<file path="src/rtl/spi_flash_arbiter_pkg.sv">
// Shared types and constants for the two-requester SPI flash read arbiter.
package spi_flash_arbiter_pkg;

  typedef enum logic [2:0] {
    IDLE,
    CMD,
    ADDR,
    DATA,
    END
  } state_e;

  localparam logic [7:0] READ_CMD_DEF = 8'h03;
  localparam logic       OWNER_VID    = 1'b0;
  localparam logic       OWNER_AUD    = 1'b1;

endpackage

</file>
<file path="src/rtl/spi_byte_shifter.sv">
// Mode-0 SPI bit engine: clock divider, SCLK generation, 8-bit TX/RX shifting
// and per-byte strobes for the arbiter FSM.
module spi_byte_shifter #(
  parameter int CLK_DIV = 2
) (
  input  logic       clk,
  input  logic       rst_n,
  input  logic       start_i,
  input  logic [7:0] start_byte_i,
  input  logic       run_i,
  input  logic [7:0] next_byte_i,
  input  logic       miso_i,
  output logic       sclk_o,
  output logic       mosi_o,
  output logic       rx_strobe_o,
  output logic [7:0] rx_byte_o,
  output logic       byte_done_o
);

  localparam int DIV_W = (CLK_DIV > 1) ? $clog2(CLK_DIV) : 1;

  logic [DIV_W-1:0] div_q;
  logic             sclk_q;
  logic [2:0]       bit_q;
  logic [7:0]       tx_q;
  logic [7:0]       rx_q;
  logic             tick;

  assign tick        = run_i && (div_q == DIV_W'(CLK_DIV - 1));
  assign rx_strobe_o = tick && !sclk_q && (bit_q == 3'd7);
  assign byte_done_o = tick && sclk_q && (bit_q == 3'd7);
  // Includes the bit being sampled on this tick so the byte is whole at the strobe.
  assign rx_byte_o   = {rx_q[6:0], miso_i};
  assign sclk_o      = sclk_q;
  assign mosi_o      = tx_q[7];

  always_ff @(posedge clk or negedge rst_n) begin
    if (!rst_n) begin
      div_q  <= '0;
      sclk_q <= 1'b0;
      bit_q  <= 3'd0;
      tx_q   <= 8'h00;
      rx_q   <= 8'h00;
    end else if (start_i) begin
      div_q  <= '0;
      sclk_q <= 1'b0;
      bit_q  <= 3'd0;
      tx_q   <= start_byte_i;
    end else if (run_i) begin
      div_q <= tick ? '0 : div_q + 1'b1;
      if (tick && !sclk_q) begin
        sclk_q <= 1'b1;
        rx_q   <= {rx_q[6:0], miso_i};
      end else if (tick) begin
        sclk_q <= 1'b0;
        bit_q  <= bit_q + 1'b1;
        tx_q   <= (bit_q == 3'd7) ? next_byte_i : {tx_q[6:0], 1'b0};
      end
    end
  end

endmodule

</file>
<file path="src/rtl/spi_flash_arbiter.sv">
// Arbitrates the SPI flash between video and audio fetchers, issues READ with a
// 24-bit address and streams the burst back tagged with its owner.
module spi_flash_arbiter
  import spi_flash_arbiter_pkg::*;
#(
  parameter int         CLK_DIV  = 2,
  parameter int         LEN_W    = 6,
  parameter logic [7:0] READ_CMD = READ_CMD_DEF
) (
  input  logic             clk,
  input  logic             rst_n,
  input  logic             vid_req,
  input  logic [23:0]      vid_addr,
  input  logic [LEN_W-1:0] vid_len,
  output logic             vid_done,
  input  logic             aud_req,
  input  logic [23:0]      aud_addr,
  input  logic [LEN_W-1:0] aud_len,
  output logic             aud_done,
  output logic [7:0]       rd_data,
  output logic             rd_valid,
  output logic             rd_owner,
  output logic             busy,
  output logic             SCLK,
  output logic             SSEL,
  output logic             MOSI,
  input  logic             MISO
);

  localparam int CNT_W = (LEN_W < 2) ? 2 : LEN_W;
  localparam int END_W = $clog2(2 * CLK_DIV);

  state_e           state_q;
  logic             owner_q;
  logic [23:0]      addr_q;
  logic [LEN_W-1:0] len_q;
  logic [CNT_W-1:0] byte_q;
  logic [END_W-1:0] end_q;
  logic             busy_q, ssel_q, rd_valid_q, rd_owner_q, vid_done_q, aud_done_q;
  logic [7:0]       rd_data_q;

  logic       grant, run, rx_strobe, byte_done;
  logic [7:0] rx_byte, next_byte;

  assign grant = (state_q == IDLE) && (aud_req || vid_req);
  assign run   = (state_q == CMD) || (state_q == ADDR) || (state_q == DATA);

  // Byte to load when the current one finishes shifting; zero once in DATA.
  always_comb begin
    next_byte = 8'h00;
    if (state_q == CMD)
      next_byte = addr_q[23:16];
    else if ((state_q == ADDR) && (byte_q == CNT_W'(0)))
      next_byte = addr_q[15:8];
    else if ((state_q == ADDR) && (byte_q == CNT_W'(1)))
      next_byte = addr_q[7:0];
  end

  spi_byte_shifter #(.CLK_DIV(CLK_DIV)) u_shifter (
    .clk         (clk),
    .rst_n       (rst_n),
    .start_i     (grant),
    .start_byte_i(READ_CMD),
    .run_i       (run),
    .next_byte_i (next_byte),
    .miso_i      (MISO),
    .sclk_o      (SCLK),
    .mosi_o      (MOSI),
    .rx_strobe_o (rx_strobe),
    .rx_byte_o   (rx_byte),
    .byte_done_o (byte_done)
  );

  always_ff @(posedge clk or negedge rst_n) begin
    if (!rst_n) begin
      state_q    <= IDLE;
      owner_q    <= OWNER_VID;
      addr_q     <= 24'h0;
      len_q      <= '0;
      byte_q     <= '0;
      end_q      <= '0;
      busy_q     <= 1'b0;
      ssel_q     <= 1'b1;
      rd_valid_q <= 1'b0;
      rd_owner_q <= OWNER_VID;
      rd_data_q  <= 8'h00;
      vid_done_q <= 1'b0;
      aud_done_q <= 1'b0;
    end else begin
      rd_valid_q <= 1'b0;
      vid_done_q <= 1'b0;
      aud_done_q <= 1'b0;
      case (state_q)
        IDLE: if (grant) begin
          // Audio has fixed priority; the grant is held until END completes.
          owner_q <= aud_req ? OWNER_AUD : OWNER_VID;
          addr_q  <= aud_req ? aud_addr : vid_addr;
          len_q   <= aud_req ? aud_len : vid_len;
          busy_q  <= 1'b1;
          ssel_q  <= 1'b0;
          state_q <= CMD;
        end
        CMD: if (byte_done) begin
          byte_q  <= '0;
          state_q <= ADDR;
        end
        ADDR: if (byte_done) begin
          if (byte_q == CNT_W'(2)) begin
            byte_q  <= '0;
            state_q <= DATA;
          end else begin
            byte_q <= byte_q + 1'b1;
          end
        end
        DATA: begin
          if (rx_strobe) begin
            rd_valid_q <= 1'b1;
            rd_data_q  <= rx_byte;
            rd_owner_q <= owner_q;
          end
          if (byte_done) begin
            if (byte_q == CNT_W'(len_q)) begin
              state_q    <= END;
              ssel_q     <= 1'b1;
              end_q      <= '0;
              vid_done_q <= (owner_q == OWNER_VID);
              aud_done_q <= (owner_q == OWNER_AUD);
            end else begin
              byte_q <= byte_q + 1'b1;
            end
          end
        end
        END: begin
          if (end_q == END_W'(2 * CLK_DIV - 1)) begin
            end_q   <= '0;
            busy_q  <= 1'b0;
            state_q <= IDLE;
          end else begin
            end_q <= end_q + 1'b1;
          end
        end
        default: state_q <= IDLE;
      endcase
    end
  end

  assign busy     = busy_q;
  assign SSEL     = ssel_q;
  assign rd_valid = rd_valid_q;
  assign rd_data  = rd_data_q;
  assign rd_owner = rd_owner_q;
  assign vid_done = vid_done_q;
  assign aud_done = aud_done_q;

endmodule

</file>
<file path="config.mk">
export PLATFORM = sky130hd
export DESIGN_NAME = spi_flash_arbiter
export DESIGN_NICKNAME = d
export VERILOG_FILES = /design/src/rtl/spi_flash_arbiter_pkg.sv /design/src/rtl/spi_byte_shifter.sv /design/src/rtl/spi_flash_arbiter.sv
export SDC_FILE = /design/constraint.sdc
export NUM_CORES = 1
export LEC_CHECK = 0
export ABC_AREA = 1
export CAP_MARGIN = 0
export CORE_MARGIN = 3
export CORE_UTILIZATION = 47
export DETAILED_ROUTE_END_ITERATION = 16
export PLACE_DENSITY = 0.77
export SYNTH_ARGS = -nofsm -noshare
export SYNTH_HDL_FRONTEND = slang
export SYNTH_SLANG_ARGS = --single-unit
</file>
<file path="constraint.sdc">
create_clock -name clk -period 1.4 [get_ports clk]
set_input_delay 0.28 -clock clk [delete_from_list [all_inputs] [get_ports clk]]
set_output_delay 0.28 -clock clk [all_outputs]
set_load 0.02 [all_outputs]
</file>
### Word-level counts from Yosys, hierarchy flattened

Index checks and enable logic that the tools add are counted.

| operators by class | value |
|---|---|
| add/subtract/negate cells | 4 |
| multipliers | 0 |
| div/mod/pow operators | 0 |
| $lt $le $gt $ge | 0 |
| equality and inequality tests | 18 |
| shifts and indexed selects | 0 |
| muxes and demuxes | 55 |
| bitwise logic cells | 2 |
| reductions and logical operators | 31 |

Operators with widths:

| operator | count |
|---|---|
| $mux 8 | 8 |
| $mux 6 | 6 |
| $mux 3 | 11 |
| $mux 24 | 1 |
| $mux 1 | 21 |
| $pmux 6 s3 | 1 |
| $pmux 3 s5 | 1 |
| $ne 2x2->1 const B | 7 |
| $reduce_and 3->1 | 4 |
| $reduce_bool 2->1 | 5 |
| $logic_and 1x1->1 | 8 |
| $reduce_and 7->1 | 1 |
| $add 6x1->6 const B | 1 |
| $eq 3x2->1 const B | 2 |
| $eq 3x3->1 const B | 2 |
| $eq 6x1->1 const B | 1 |
| $eq 6x2->1 const B | 1 |
| $eq 6x6->1 | 1 |
| $logic_not 6->1 | 1 |
| $mux 2 | 3 |
| $reduce_and 2->1 | 3 |
| $reduce_bool 3->1 | 2 |
| $reduce_and 5->1 | 1 |
| $ne 2x1->1 const B | 2 |
| 12 further kinds | 16 |

| storage, ports and cells | value |
|---|---|
| register bits | 76 |
| bits in latches | 0 |
| RAM bits | 0 |
| ROM bits | 0 |
| memories | 0 |

### Longest topological paths before layout

| depth | value |
|---|---|
| depth in word-level cells | 10 |
| mapped depth | 11 |

### Modules after synthesis

Synthesis repeated with hierarchy kept, for this count alone.

| unflattened totals | value |
|---|---|
| cells, all modules | 521 |
| area total of the unflattened synthesis | 4,023.9 µm² |

Modules (own cells, without submodules):

| module | instances | cells each | area each (µm²) | seq. area each (µm²) |
|---|---|---|---|---|
| spi_flash_arbiter | 1 | 393 | 2,979.1 | 1,402.6 |
| spi_byte_shifter | 1 | 128 | 1,044.8 | 500.5 |

### Worst setup path before layout

OpenSTA, ideal clock, no wires.

| timing path | value |
|---|---|
| kind | reg2reg |
| start | register u_shifter.bit_q[0] |
| end | register state_q[1] |
| library setup time | 0.119 ns |
| arrival | 1.408 ns |
| data required time | 1.281 ns |
| path slack | -0.127 ns |
| cell stages (with the launch flop) | 9 |
| path buffers | 1 |
| period minus slack after synthesis | 1.527 ns |
| cell sequence | dfrtp_1 ha_1 ha_1 clkbuf_2 inv_1 o31ai_1 nand3_1 nand3_1 nand2_1 |

| between the ends | value |
|---|---|
| longest elaborated chain between the ends | 4 |
| elaborated cells between the ends (all ways) | 6 |
| classes of those cells | 4 x eq/ne; 2 x reduce/logical |

Ends and longest elaborated chain:

| item | line | source |
|---|---|---|
| start: declaration | spi_byte_shifter.sv:24 | `logic [2:0] bit_q;` |
| start signal: assignment | spi_byte_shifter.sv:56 | `bit_q <= bit_q + 1'b1;` |
| $eq 3x3->1 * | spi_byte_shifter.sv:31 | `assign byte_done_o = tick && sclk_q && (bit_q == 3'd7);` |
| $logic_and 1x1->1 * | spi_byte_shifter.sv:31 |  |
| $ne 2x2->1 (no line) | n/a |  |
| $reduce_and 7->1 (no line) * | n/a |  |
| end signal: assignment | spi_flash_arbiter.sv:76 | `state_q <= IDLE;` |
| end signal: assignment | spi_flash_arbiter.sv:101 | `state_q <= CMD;` |
| end signal: assignment | spi_flash_arbiter.sv:105 | `state_q <= ADDR;` |
| end: declaration | spi_flash_arbiter.sv:33 | `state_e state_q;` |

Every way passes the cells marked *; elsewhere a longest branch is shown, timed or not.
A chain may end at the register's enable or synchronous reset.

### Worst setup path after layout

| timing path | value |
|---|---|
| start | register state_q[0] |
| end | register u_shifter.tx_q[1] |

| between the ends | value |
|---|---|
| longest elaborated chain between the ends | 10 |
| elaborated cells between the ends (all ways) | 23 |
| classes of those cells | 4 x eq/ne; 8 x mux; 11 x reduce/logical |

Ends and longest elaborated chain:

| item | line | source |
|---|---|---|
| $eq 3x2->1 | spi_flash_arbiter.sv:46, spi_flash_arbiter.sv:53, spi_flash_arbiter.sv:55 |  |
| $logic_and 1x1->1 | spi_flash_arbiter.sv:55 | `else if ((state_q == ADDR) && (byte_q == CNT_W'(1)))` |
| $mux 8 | spi_flash_arbiter.sv:55 |  |
| $mux 8 | spi_flash_arbiter.sv:53 | `else if ((state_q == ADDR) && (byte_q == CNT_W'(0)))` |
| $mux 8 | spi_flash_arbiter.sv:51 | `if (state_q == CMD)` |
| $mux 8 | spi_byte_shifter.sv:57 | `tx_q <= (bit_q == 3'd7) ? next_byte_i : {tx_q[6:0], 1'b0};` |
| $mux 8 | spi_byte_shifter.sv:54 | `end else if (tick) begin` |
| $mux 8 | spi_byte_shifter.sv:51 | `if (tick && !sclk_q) begin` |
| $mux 8 | spi_byte_shifter.sv:49 | `end else if (run_i) begin` |
| $mux 8 | spi_byte_shifter.sv:44 | `end else if (start_i) begin` |
| end signal: assignment | spi_byte_shifter.sv:48 | `tx_q <= start_byte_i;` |
| end signal: assignment | spi_byte_shifter.sv:57 |  |
| end: declaration | spi_byte_shifter.sv:25 | `logic [7:0] tx_q;` |

Parallel ways exist; a longest one is shown, timed or not. The select of a mux whose other input is x is not followed.

==> results <==
- The run finished, with violations left.
- The final reports fail on negative setup slack.
- The total number of nets in the final design is 717.
- The sequential power share is 35.4%.
- The count of cells in the finished layout, fillers not included, comes to 752.
- After routing, the total negative slack on setup checks comes to -7590 ps.
- The worst path in the final design needs a cycle of 1700 ps, including I/O delays and setup.
- In this run the worst path has a maximum fanout of 4.
- The total count of hold-check failures in the final report is 0.
- The top cell family by delay on the critical path is simple AND/OR/NAND/NOR gates.
- The count of mapped cells out of synthesis is 495.
- STA classifies the critical path endpoint as a flop.
- The startpoint type of the worst setup path is a flop.
- The floorplan core area is 7930 um2.
- The logic gate share of total power is 49.1%.
- The number of remaining DRC errors is 0.
- The average instance in the mapped netlist occupies 7.99 um2.
- The number of buffers on the longest clock path is 2.
- In this run the vertical extent of the chip is 97.7 um.
- For this run, the number of Yosys warnings is 0.
- The clock root buffer is clkbuf_8.
- The kind of critical path is reg -> reg.
- The number of antenna repair diodes is 0.
- In this run, the clock network consumes 15.5% of the power.
- The fraction of registers with async set or reset after synthesis is 100%.
- Of the cells placed in the final design, the portion with a size suffix greater than 1 is 38.5%.
- Counting instances in the post-synthesis netlist gives the leading cell types as nand2_1 (135), nor2_1 (86), dfrtp_1 (75).
- For this design the static power due to leakage is 3.05 nW.
- Sorting the synthesized cells by area gives the leading types as dfrtp_1 (47%), nand2_1 (13%), nor2_1 (8.2%), o31ai_1 (5.9%), inv_1 (4.0%).
- The number of enable flip-flop cells after synthesis is 0.
- The effective utilization at floorplan is 49.9%.
- The tool flagged a number of max-cap violations equal to 0.
- The largest individual stage delay along the critical path comes from the cell dfrtp_2.
- The initial antenna violation count is 0.
- Data on the critical path is required at its endpoint by 1660 ps.
- The final design utilization is 84.5%.
- The routed design has 14300 um of wire.
- The share of the clock period used by the worst path is 121%.
- The slack of the critical path is -297 ps.
- Among all cell types in the netlist, the one instantiated most often is nand2_1.
- Summed over all nets, the switching power comes to 3.93 mW.
- After clock tree synthesis, the clock-pin slew on the worst setup and hold paths is 90 ps.
- Hold timing on the final database bottoms out at a slack of 359 ps.
- Walking the worst path, the cells encountered are nor2_4, buf_6, nand2_8, nor2_4, buf_6, nand3_2, nand3b_1, nand2_1, a21oi_1.
- The worst setup slack before clock tree synthesis is -294 ps.
- In this run the count of I/O pins placed on the die edge is 81.
- The worst hold path belongs to the class in -> async.
- Entering global routing, the biggest net connects 31 pins.
- In this run, placement finished with an instance count of 702.
- The area share of the leading cell type in the synthesized netlist is 47.5%.
- For this run, the leading register cell type out of synthesis is dfrtp_1.
- Headroom to the max-slew limit came out at 76.6%.
- The number of nets handed over by synthesis was 567.
- Clock skew on the completed layout was measured at 6.69 ps.
- The count of nets left with antenna violations once routing finished came out at 0.
- The die covers 9550 um2.
- The HPWL after detailed placement is 7090 um.
- The filler cell count is 395.
- The internal power of the cells totals 5.75 mW.
- The H-tree depth is 3.
- The detailed router finished its first iteration with 223 violations.
- The first-pass detailed-route iteration total is 5.
- The overflow left after global routing is 0.
- The upper clock frequency limit is 589 MHz.
- The number of global-route vias before repair is 4129.
- The number of clock sinks is 76.
- Summed over all instances, the cell type with the most area after synthesis is dfrtp_1.
- The routed layout has 4294 vias.
- The congestion estimate from routability-driven global placement came to 0.842.
- The floorplan row count is 32.
- The later pin in the worst-skew pair is clocked with a latency of 350 ps.
- TritonCTS built the clock tree.
- Together, buffers and inverters on the worst path number 2.
- Relative to the synthesized area, the layout overhead comes to 69.5%.
- Counting distinct cell types in the post-synthesis netlist gives 31.
- The average wire per cell in the routed design is 19.0 um.
- The delay of the slowest critical-path stage is 440 ps.
- TritonCTS created 9 clock buffers.
- The total routing usage reported by global routing is 23.6%.
- The first global-routing pass estimated 18700 um of wire.
- At the worst endpoint, the arrival time is 1960 ps.
- Of the synthesized area, sequential elements account for 48.1%.
- The post-detailed-route via-to-cell ratio is 5.71.
- In this run the power density over the cells is 1450 nW/um2.
- The count of buffers added on input and output ports is 80.
- Setup violations remaining at the end of the flow were counted as 63.
- The horizontal die dimension is 97.7 um.
- Net switching is 40.6% of the power.
- For the pin with the worst max-slew slack, the measured transition is 350 ps.
- Setup repair after global routing could not meet its margin everywhere.
- Across the VDD grid, the largest voltage drop is 0.000785 V.
- The flop and latch count out of synthesis is 76.
- The final count of pins violating max slew is 0.
- The cell area after synthesis is 3950 um2.
## layout by cell type, fill, tap and decap left out, types with 4 or more instances in the layout
master / count
buf_12: 12
buf_4: 41
buf_6: 11
clkbuf_16: 4
clkbuf_8: 9
clkdlybuf4s50_1: 63
dfrtp_1: 71
dfrtp_2: 4
dlygate4sd2_1: 15
inv_1: 36
inv_2: 4
nand2_1: 84
nand2_2: 32
nand2_4: 20
nand2_8: 5
nand3_1: 18
nand3_2: 8
nand3_4: 4
nand3b_1: 4
nor2_1: 70
nor2_2: 14
nor2_4: 8
o21ai_0: 14
o21ai_1: 9
o21ai_2: 12
o31ai_2: 8
o31ai_4: 20
## per-layer routing
layer	vias to the layer above	routed length [um]	track usage [%]	share of wire, %
li1	1900	-	-	-
met1	2078	5400	29.9	38
met2	241	7330	39.7	51
met3	75	861	4.67	6.0
met4	0	700	9.90	4.9
met5	-	0	0	0
## through the flow
| stage | total power [mW] | area, um2 |
|---|---|---|
| 3_3_place_gp | 5.46 | 5230 |
| 2_1_floorplan | 4.57 | 3980 |
| 4_1_cts | 7.77 | 5870 |
| 6_report | 9.68 | 6700 |
| 5_1_grt | 10.1 | 6700 |
| 3_5_place_dp | 5.58 | 5230 |
## flip-flops by register name, summed over array words and instances (netlist names), 2 cells and up
name / cells
end_q: 2
addr_q: 24
u_shifter.bit_q: 3
state_q: 3
u_shifter.rx_q: 7
u_shifter.tx_q: 8
len_q: 6
byte_q: 6
rd_data: 8
## area by class of cell
type                    instances  area [um2]  share of cell area [%]
clock inverters                 6        41.3                   0.616
repair inverters                1        11.3                   0.168
inverters                      45         206                    3.08
multi-input cells             360        2630                    39.3
repair buffers                152        1650                    24.6
flip-flops and latches         76        1910                    28.5
clock buffers                  10         128                    1.90
well taps                     102         128                    1.90
## path summary, 6_finish.rpt
check | end | cells past startpoint | startpoint | slack [ps]
worst max-delay path | u_shifter.tx_q[1] | 9 | state_q[0] | -300
worst min-delay path | u_shifter.tx_q[1] | 2 | rst_n | 360
worst max register to register | u_shifter.tx_q[1] | 9 | state_q[0] | -300
worst min register to register | u_shifter.tx_q[5] | 2 | u_shifter.tx_q[5] | 490
max in group asynchronous | u_shifter.rx_q[5] | 3 | rst_n | 540
min in group clk | u_shifter.tx_q[5] | 2 | u_shifter.tx_q[5] | 490
## power by group through the flow
stage | combinational [mW] | sequential, mW | clock, mW
6_report | 4.75 | 3.43 | 1.51
5_1_grt | 5.01 | 3.48 | 1.59
4_1_cts | 3.09 | 3.21 | 1.46
3_5_place_dp | 2.35 | 3.23 | 0
3_3_place_gp | 2.25 | 3.21 | 0
2_1_floorplan | 1.43 | 3.14 | 0
## timing repair
action                                  CTS  global route
gates cloned                              6             6
endpoints found under the hold margin    15             0
hold buffers                              1             0
resized for setup                        95           142
pin swaps                                19            28
buffers inserted                         12             9
endpoints found under the setup margin   81            73
## logic make-up after synthesis
kind of cell	synth area share, %
buf+inv	6.42
fa+ha+maj	2.22
simple gates	29.9
flops	48.1
compound gates	12.7
xor+xnor	0.665
No activity file was read; power rests on OpenSTA's default activity.
